**config.mk**
```make
export PLATFORM = sky130hd
export DESIGN_NAME = axi_req_arbiter
export DESIGN_NICKNAME = d
export VERILOG_FILES = /design/src/rtl/axi_req_arbiter.sv
export SDC_FILE = /design/constraint.sdc
export NUM_CORES = 1
export LEC_CHECK = 0
export ABC_AREA = 1
export BUFFER_PORTS_ARGS = -buffer_cell sky130_fd_sc_hd__buf_2
export CAP_MARGIN = 20
export CORE_AREA = 4 4 79 81
export DETAILED_ROUTE_END_ITERATION = 16
export DIE_AREA = 0 0 83 85
export GPL_ROUTABILITY_DRIVEN = 0
export PLACE_DENSITY = 0.95
export SYNTH_ARGS = -nofsm -noshare
export SYNTH_HDL_FRONTEND = slang
export SYNTH_SLANG_ARGS = --single-unit
```
**constraint.sdc**
```tcl
create_clock -name clk -period 1.89 [get_ports clk]
set_clock_uncertainty 0.05 [all_clocks]
set_input_delay 0.378 -clock clk [delete_from_list [all_inputs] [get_ports clk]]
set_output_delay 0.378 -clock clk [all_outputs]
set_load 0.05 [all_outputs]
```
**src/rtl/axi_req_arbiter.sv**
```systemverilog
// Arbiter sharing one AXI master bridge among NREQ requesters.
// Define ARB_RR_EN for round-robin arbitration; fixed priority otherwise.
module axi_req_arbiter #(
   parameter int NREQ = 3,
   parameter int IDW  = 2,
   parameter int AW   = 32
) (
   input  logic                clk,
   input  logic                rst,
   input  logic [NREQ-1:0]     req_en,
   input  logic [4*NREQ-1:0]   req_wen,
   input  logic [AW*NREQ-1:0]  req_addr,
   output logic [NREQ-1:0]     grant,
   output logic [NREQ-1:0]     refresh,
   output logic                busy,
   output logic                bus_en,
   output logic [3:0]          bus_wen,
   output logic [AW-1:0]       bus_addr,
   output logic [IDW-1:0]      bus_id,
   input  logic                bus_done
);

   typedef enum logic [1:0] {
      IDLE  = 2'd0,
      ISSUE = 2'd1,
      DONE  = 2'd2
   } state_t;

   state_t          state_q, state_d;
   logic [NREQ-1:0] grant_q, grant_d;
   logic [NREQ-1:0] refresh_q, refresh_d;
   logic            bus_en_q, bus_en_d;
   logic [3:0]      bus_wen_q, bus_wen_d;
   logic [AW-1:0]   bus_addr_q, bus_addr_d;
   logic [IDW-1:0]  bus_id_q, bus_id_d;
   logic [IDW-1:0]  win_idx;

`ifdef ARB_RR_EN
   logic [IDW-1:0]  rr_ptr_q, rr_ptr_d;

   // Search starts at rr_ptr and wraps, so the last winner ranks lowest.
   always_comb begin
      int idx;
      logic found;
      win_idx = '0;
      found   = 1'b0;
      idx     = 0;
      for (int k = 0; k < NREQ; k++) begin
         idx = (int'(rr_ptr_q) + k) % NREQ;
         if (!found && req_en[idx]) begin
            found   = 1'b1;
            win_idx = IDW'(idx);
         end
      end
   end
`else
   always_comb begin
      win_idx = '0;
      for (int i = NREQ - 1; i >= 0; i--) begin
         if (req_en[i]) win_idx = IDW'(i);
      end
   end
`endif

   always_comb begin
      state_d    = state_q;
      grant_d    = grant_q;
      refresh_d  = refresh_q;
      bus_en_d   = bus_en_q;
      bus_wen_d  = bus_wen_q;
      bus_addr_d = bus_addr_q;
      bus_id_d   = bus_id_q;
`ifdef ARB_RR_EN
      rr_ptr_d   = rr_ptr_q;
`endif
      unique case (state_q)
         IDLE: begin
            if (|req_en) begin
               state_d          = ISSUE;
               grant_d          = '0;
               grant_d[win_idx] = 1'b1;
               bus_en_d         = 1'b1;
               bus_wen_d        = req_wen[4*int'(win_idx) +: 4];
               bus_addr_d       = req_addr[AW*int'(win_idx) +: AW];
               bus_id_d         = win_idx;
`ifdef ARB_RR_EN
               rr_ptr_d         = IDW'((int'(win_idx) + 1) % NREQ);
`endif
            end
         end
         ISSUE: begin
            if (bus_done) begin
               state_d    = DONE;
               bus_en_d   = 1'b0;
               bus_wen_d  = '0;
               bus_addr_d = '0;
               refresh_d  = grant_q;
            end
         end
         DONE: begin
            // No arbitration here: the owner gets a cycle to drop its request.
            state_d   = IDLE;
            refresh_d = '0;
            grant_d   = '0;
            bus_id_d  = '0;
         end
         default: begin
            state_d = IDLE;
         end
      endcase
   end

   always_ff @(posedge clk) begin
      if (rst) begin
         state_q    <= IDLE;
         grant_q    <= '0;
         refresh_q  <= '0;
         bus_en_q   <= 1'b0;
         bus_wen_q  <= '0;
         bus_addr_q <= '0;
         bus_id_q   <= '0;
      end else begin
         state_q    <= state_d;
         grant_q    <= grant_d;
         refresh_q  <= refresh_d;
         bus_en_q   <= bus_en_d;
         bus_wen_q  <= bus_wen_d;
         bus_addr_q <= bus_addr_d;
         bus_id_q   <= bus_id_d;
      end
   end

`ifdef ARB_RR_EN
   always_ff @(posedge clk) begin
      if (rst) rr_ptr_q <= '0;
      else     rr_ptr_q <= rr_ptr_d;
   end
`endif

   assign grant    = grant_q;
   assign refresh  = refresh_q;
   assign busy     = (state_q != IDLE);
   assign bus_en   = bus_en_q;
   assign bus_wen  = bus_wen_q;
   assign bus_addr = bus_addr_q;
   assign bus_id   = bus_id_q;

endmodule

```
Word level (Yosys, flattened, before mapping)
Cells that the tools add are included.

Reductions and logical operators: 11. Shift operators: 2. $lt $le $gt $ge: 2. Eq/ne operators: 4. Multiplexer cells: 23.

Operators by type and width (number): variable part select 96 x 8 -> 32 bit (1); 2-to-1 mux 32 bit (2); one-hot mux 32 bit (2 select lines) (1); 2-to-1 mux 2 bit (6); one-hot mux 3 bit (2 select lines) (2); variable part select 12 x 5 -> 4 bit (1); 2-to-1 mux 4 bit (2); one-hot mux 2 bit (2 select lines) (2); one-hot mux 4 bit (2 select lines) (1); nonzero test 2 bit (4); 2-to-1 mux 3 bit (2); AND reduction 2 bit (3); != test 2 bit, second input constant (2); < comparator 2 x 3 -> 1 bit, second input constant (1); 2-to-1 mux 1 bit (3); AND reduction 3 bit (1); OR reduction 3 bit (1); demux 1 bit (select 2 bit) (1); == test 2 x 1 -> 1 bit, second input constant (1); == test 2 bit, second input constant (1); greater-or-equal comparator 2 x 1 -> 1 bit, second input constant (1); zero test 2 bit (1); one-hot mux 1 bit (2 select lines) (1); logical AND 1 bit (1).

Word-level logic and storage cells: 49. Output and inout bits: 46. Register bits: 47. Bits of input ports: 114.

Longest topological paths before layout
Gate-level depths: netlist of the first run.

Word-level depth: 9. Depth in mapped cells: 8. Depth with buffers taken out: 7.

Worst setup path before layout of the first run
OpenSTA, ideal clock, no wires.

Path type: flip-flop to output port. Start: reg, netlist name bus_id[0]. End: out grant[1]. Cell stages (with the launch flop): 2. Arrival time: 933 ps. Buffers on the path: 1. Required time: 1462 ps. Slack: 529 ps. Cells stage by stage: dfxtp_1 -> buf_4.

RTL lines: end: declaration (RTL line 13) `output logic [NREQ-1:0] grant,`.

Worst setup path after layout of the first run
Start: reg state_q[1]. End: out busy.

Cells in the longest elaborated chain, start to end: 1.

Ends and longest elaborated chain: start: declaration (RTL line 29) `state_t state_q, state_d;`; start signal: assignment (RTL line 123) `state_q <= state_d;`; nonzero test 2 bit (RTL line 142) `assign busy = (state_q != IDLE);`; end: declaration (RTL line 15) `output logic busy,`.

No other way between the ends.

==> metrics.md, run 1 <==
| Metric | Value |
|---|---|
| Status | `finished, final reports clean` |
| Type of origin of the critical path | `flop` |
| Peak fanout along the critical path | `5` |
| Die Wd | `approximately 83 µm` |
| Final Hold Viols | `0` |
| TritonCTS Sinks | `46` |
| Commonest non-fill, non-tap cell in the layout | `buf_2` |
| Antenna fix cells | `0` |
| Number of synthesized register bits | `46` |
| Initial Util | `45.6%` |
| Met1 GRT Util | `23.2%` |
| CP endpoint kind | `primary output` |
| Net Count, Synth | `approximately 520` |
| Worst-path cell chain | `nor2_2 -> inv_1 -> buf_2` |
| Pin count of the biggest net entering global routing | `79` |
| Num rows | `27` |
| Clock Latency Late Sink | `roughly 0.29 ns` |
| R2R depth | `6` |
| Slew margin rel. | `72.6%` |
| CP max-delay cell | `dfxtp_1` |
| Post-synthesis instance area | `0.00250 mm²` |
| Kind of critical path | `reg2out` |
| FFs w/ async S/R, synth | `0%` |
| Arr. time, crit path | `~1.1 ns` |
| Static Leak | `1.85 nW` |
| Final WS setup | `between 0.3 and 0.4 ns` |
| DR vias | `3,119` |
| First-pass GRT wire length | `between 10 and 15 mm` |
| Fmax achieved | `648 MHz` |
| Clock Pin Slew Worst Setup and Hold Paths | `roughly 0.090 ns` |
| Core footprint | `0.00547 mm²` |
| Leading cell types in the layout, fill and taps excluded | `buf_2 (159), nand2_1 (122), nand3_1 (78)` |
| Die Height | `between 80 and 90 µm` |
| CTS resizes | `0` |
| Final Critical Period | `1.54 ns` |
| Syn Area/Cell | `between 6 and 7 µm²` |
| H-tree depth | `2` |
| CP max stage delay | `0.34 ns` |
| Power Dens Cells | `842 mW/mm²` |
| Global routing's busiest layer | `met2` |
| Reg2reg setup slack | `0.54 ns` |
| Post-DP HPWL | `5.85 mm` |
| Vias in the first global route | `approximately 2,900` |
| Synth Flop Type | `dfxtp_1` |
| Launching point of the worst reg2reg path | `state_q[1]` |
| IO Port Bufs | `159` |
| Met2 global-route usage | `39.1%` |
| Drt wl/cell | `around 12 µm` |
| CTS Buf Count | `5` |
| RSZ-0062 raised after global routing | `false` |
| Pre-antenna DRT Iters | `4` |
| Root Driver | `clkbuf_8` |
| Layout cells sized above 1 | `33.3%` |
| Setup crit end | `busy` |
| Fin nets | `665` |
| Die area | `0.00706 mm²` |
| Final Slew Violations | `0` |
| YS warnings | `0` |
| TritonCTS clock tree | `done` |
| Worst Tran Pin Value | `0.410 ns` |
| Post-synth EDFFs | `0` |
| M3 GR Usage | `3.69%` |
| Crit path launch | `state_q[1]` |
| Residual DRC count | `0` |
| Buf/Inv on CP | `2` |
| Post-Syn Instances | `roughly 410` |
| Longest Clk Path Bufs | `2` |
| Final setup vio count | `0` |
| Post-synthesis sequential area ratio | `36.9%` |
| Initial antenna violation count | `0` |
| IO Count | `160` |
| Cts hold-fix bufs | `0` |
| Buffer count from post-CTS setup fixing | `0` |
| Top delay family on crit path | `flip-flops` |
| Area delta synth->final | `37.7%` |
| Maxcap violations | `0` |
| Starting DRT DRC Count | `174` |
| Place WS | `0.349 ns` |
| Critical path depth | `3` |
| Total negative slack | `0 ns` |
| Reg-to-reg endpoint | `bus_addr[19]` |
| Global route overflow | `0` |
| Hold Path Class | `in2reg` |
| Tcrit/Tclk final | `81.7%` |
| Global-route usage over all layers | `between 20 and 25%` |
| Routed WL | `7.69 mm` |
| Vias per inst | `around 5.0` |
| Netlist cell types | `15` |
| Worst EP required | `1.46 ns` |
| VDD IR max | `approximately 0.48 mV` |
| Post-route antenna net violation count | `0` |
-- power by group --
part | internal (mW) | total, mW | switching [mW]
registers | 1.06 | 1.10 | 0.0447
clock network | 0.529 | 0.849 | 0.320
logic | 0.296 | 0.946 | 0.650
-- flip-flops by register name, indices dropped and copies added, names as in the netlist --
signal / flops
state_q: 2
refresh: 3
bus_en: 1
bus_id: 2
bus_addr: 32
bus_wen: 4
grant: 2
-- stage by stage --
| step | power, mW | util, % | cells | area (µm²) | hold slack, ns |
|---|---|---|---|---|---|
| after global routing | 3.06 | 62.8 | 624 | 3440 | 0.326 |
| after global placement | 2.05 | 60.3 | 616 | 3300 | 0.396 |
| after floorplan | 1.80 | - | 408 | 2500 | 0.475 |
| final | 2.90 | 62.8 | 624 | 3440 | 0.319 |
| after CTS | 2.93 | 62.8 | 624 | 3440 | 0.308 |
| after detailed placement | 2.07 | 60.3 | 616 | 3300 | 0.418 |
-- metal layers --
metal / up-vias / wire length [µm]
met5: - / 0
met4: 0 / 36
met3: 2 / 500
met2: 94 / 4190
met1: 1420 / 2960
li1: 1603 / -
-- worst min-delay path by stage --
stage	start	to	slack, ns	depth (start not counted)
3_5_place_dp	bus_en	bus_en	0.42	2
3_3_place_gp	bus_en	bus_en	0.40	2
2_1_floorplan	req_en[0]	grant[0]	0.48	2
6_report	req_en[0]	grant[0]	0.32	3
5_1_grt	req_en[0]	grant[0]	0.33	3
4_1_cts	req_en[0]	grant[0]	0.31	3
-- final cells by class --
type / count / area [µm²]
clock inverters: 3 / 68.8
multi-input cells: 323 / 1380
inverters: 8 / 30.0
flip-flops and latches: 46 / 921
well taps: 72 / 90.1
fillers: 527 / 2030
clock buffers: 5 / 68.8
repair buffers: 167 / 881
-- worst min-delay path, stage by stage --
cell	delay (ns)
buf_2	0.12
nand2_1	0.06
a21oi_1	0.05
-- cells in the mapped netlist (2+ instances only) --
master	number	area, µm²
clkbuf_1	9	33.8
o21ai_0	3	15.0
dfxtp_1	46	921
buf_2	14	70.1
inv_1	4	15.0
nand2_1	122	458
buf_6	2	22.5
nor2_2	2	12.5
inv_2	4	15.0
nor2_1	73	274
nand3_1	78	390
nand2_2	3	18.8
buf_4	5	37.5
a21oi_1	42	210
-- kinds of logic (layout without fill, tap and decap cells) --
logic type             Yosys count  after routing  synth area share (%)
AO/OA/AOI/OAI                   45             45                  9.02
buffers and inverters           39            183                  7.92
flip-flops                      46             46                  36.9
AND/OR/NAND/NOR                278            278                  46.2
No activity file was read; power rests on OpenSTA's default activity.
==> inputs of run 2 (changes only) <==
--- a/config.mk
+++ b/config.mk
@@ -8,11 +8,11 @@
 export ABC_AREA = 1
 export BUFFER_PORTS_ARGS = -buffer_cell sky130_fd_sc_hd__buf_2
 export CAP_MARGIN = 20
-export CORE_AREA = 4 4 79 81
+export CORE_AREA = 4 4 82 84
 export DETAILED_ROUTE_END_ITERATION = 16
-export DIE_AREA = 0 0 83 85
+export DIE_AREA = 0 0 86 88
 export GPL_ROUTABILITY_DRIVEN = 0
-export PLACE_DENSITY = 0.95
+export PLACE_DENSITY = 0.91
 export SYNTH_ARGS = -nofsm -noshare
 export SYNTH_HDL_FRONTEND = slang
 export SYNTH_SLANG_ARGS = --single-unit
==> constraint.sdc (replaced) <==
create_clock -name clk -period 1.57 [get_ports clk]
set_clock_uncertainty 0.05 [all_clocks]
set_input_delay 0.314 -clock clk [delete_from_list [all_inputs] [get_ports clk]]
set_output_delay 0.314 -clock clk [all_outputs]
set_load 0.05 [all_outputs]
==> run 2 against run 1 <==
Compared with the run above:
- worst setup slack worse by 0.24 ns
- critical path type unchanged
- sequential share of layout area hardly changed
- via count is 0.48% lower
- sequential power is 21% higher
- critical path depth stayed put
- global-route usage is 1.4 points lower
- final cell count is 0.80% higher
- non-clock buffer count is 2 higher
==> metrics.md, run 2 (synthesis gave the netlist of run 1 again) <==
| Metric | Value |
|---|---|
| Status | `finished, final reports clean` |
| Max FFs per register | `32 (unchanged)` |
| Die Height | `88 µm (+3.5%)` |
| First-pass GRT wire length | `11.8 mm (-4.4%)` |
| H-tree depth | `2 (unchanged)` |
| Hold Path End | `grant[0]` |
| CP max-delay cell | `dfxtp_1` |
| Slew margin rel. | `73.9% (+1.2 points)` |
| Peak fanout along the critical path | `5 (unchanged)` |
| Power, Total | `3.20 mW (+11%)` |
| Antenna fix cells | `0 (unchanged)` |
| Initial Util | `42.2% (-3.5 points)` |
| IO Count | `160 (unchanged)` |
| Area delta synth->final | `37.6% (about the same)` |
| Worst Tran Pin Value | `0.392 ns (-0.0181 ns)` |
| Hold Path Class | `in2reg` |
| Tcrit/Tclk final | `93.4%` |
| Reg-to-reg endpoint | `bus_addr[4]` |
| Global-route usage over all layers | `19.1% (-1.4 points)` |
| Power Dens Cells | `932 mW/mm² (+11%)` |
| RSZ-0062 raised after global routing | `false` |
| Post-route cell area | `0.00344 mm² (about the same)` |
| Routed WL | `7.35 mm (-4.5%)` |
| Longest Clk Path Bufs | `2 (unchanged)` |
| Placed cell areas | `0.00334 mm² (+1.3%)` |
| Die area | `0.00757 mm² (+7.3%)` |
| Pin count of the biggest net entering global routing | `42 (-47%)` |
| Post-DP HPWL | `5.63 mm (-3.9%)` |
| TritonCTS clock tree | `done` |
| Cts hold-fix bufs | `0 (unchanged)` |
| Launching point of the worst reg2reg path | `state_q[1]` |
| CP endpoint kind | `primary output` |
| Drt wl/cell | `11.7 µm (-5.2%)` |
| VDD IR max | `0.441 mV (-8.0%)` |
| Num rows | `28 (+3.7%)` |
| Root Driver | `clkbuf_8` |
| Worst EP required | `1.21 ns (-0.25 ns)` |
| Layout cells sized above 1 | `33.4% (+0.060 points)` |
| Arr. time, crit path | `1.10 ns (-0.02 ns)` |
| Initial antenna violation count | `0 (unchanged)` |
| Final setup vio count | `0 (unchanged)` |
| Static Leak | `1.85 nW (+0.15%)` |
| Kind of critical path | `reg2out` |
| Total negative slack | `0 ns (unchanged)` |
| Vias in the first global route | `2,746 (-3.9%)` |
| Leading cell types in the layout, fill and taps excluded | `buf_2 (159), nand2_1 (122), nand3_1 (78)` |
| Crit path launch | `state_q[1]` |
| CTS resizes | `0 (unchanged)` |
| Fin nets | `667 (+0.30%)` |
| Post-route antenna net violation count | `0 (unchanged)` |
| Vias per inst | `4.93 (-1.3%)` |
| TritonCTS Sinks | `46 (unchanged)` |
| Type of origin of the critical path | `flop` |
| Worst-path cell chain | `nor2_2 -> inv_1 -> buf_2` |
| Starting DRT DRC Count | `81 (-53%)` |
| WHS | `0.257 ns (-0.0619 ns)` |
| Clock Latency Late Sink | `0.28 ns (about the same)` |
| Global route overflow | `0 (unchanged)` |
| CTS Buf Count | `5 (unchanged)` |
| Reg2reg setup slack | `0.26 ns (-0.28 ns)` |
| DR vias | `3,104 (-0.48%)` |
| Final Slew Violations | `0 (unchanged)` |
| Commonest non-fill, non-tap cell in the layout | `buf_2` |
| Residual DRC count | `0 (unchanged)` |
| Hold Path Origin | `req_en[0]` |
| R2R depth | `5 (-1)` |
| # fillers | `579 (+9.9%)` |
| Core footprint | `0.00592 mm² (+8.2%)` |
| Clock Pin Slew Worst Setup and Hold Paths | `0.08 ns (about the same)` |
| CP max stage delay | `0.34 ns (about the same)` |
| Fmax achieved | `about 680 MHz` |
| Hold depth | `3 (unchanged)` |
| IO Port Bufs | `159 (unchanged)` |
| Die Wd | `86 µm (+3.6%)` |
| Final Critical Period | `1.47 ns` |
| Maxcap violations | `0 (unchanged)` |
| Buffer count from post-CTS setup fixing | `0 (unchanged)` |
| Pre-antenna DRT Iters | `4 (unchanged)` |
| Final Hold Viols | `0 (unchanged)` |
-- run 2: worst max path at each step --
stage	end	slack (ns)	cells after the start
after CTS	busy	0.09	3
after detailed placement	bus_addr[4]	0.15	7
after global placement	bus_addr[25]	0.20	8
after floorplan	grant[1]	0.27	1
final	busy	0.10	3
after global routing	busy	0.006	3
-- run 2: stage by stage --
step / utilization (%) / instances / setup WS (ns)
2_1_floorplan: - / 408 / 0.273
3_3_place_gp: 56.5 / 621 / 0.204
3_5_place_dp: 56.5 / 621 / 0.145
4_1_cts: 58.0 / 629 / 0.0872
5_1_grt: 58.0 / 629 / 0.00589
6_report: 58.0 / 629 / 0.103
-- run 2: final cells by class --
class	instances	area (µm²)	share of cell area, %
multi-input cells	323	1380	40.1
clock inverters	1	5.00	0.146
flip-flops and latches	46	921	26.8
inverters	8	30.0	0.874
clock buffers	7	86.3	2.51
well taps	75	93.8	2.73
repair buffers	169	921	26.8
-- run 2: critical path, delay by kind of cell, from the launching register on --
| family | cells | cell delay [ns] |
|---|---|---|
| buffers and inverters | 2 | 0.27 |
| flip-flops | 1 | 0.34 |
| AND/OR/NAND/NOR | 1 | 0.21 |
-- run 2: layer usage --
layer	vias to the layer above	GRT usage [%]	part of all wire (%)	wire, µm
met5	-	0	0	0
met4	0	4.75	0.39	29
met3	2	4.42	7.7	568
met2	114	34.8	49	3600
met1	1386	22.5	43	3150
li1	1602	-	-	-
-- run 2: where the power goes --
group / leakage (nW) / switching, mW / internal (mW)
Sequential: 0.379 / 0.0557 / 1.27
Clock: 0.0482 / 0.368 / 0.355
Combinational: 1.42 / 0.779 / 0.373
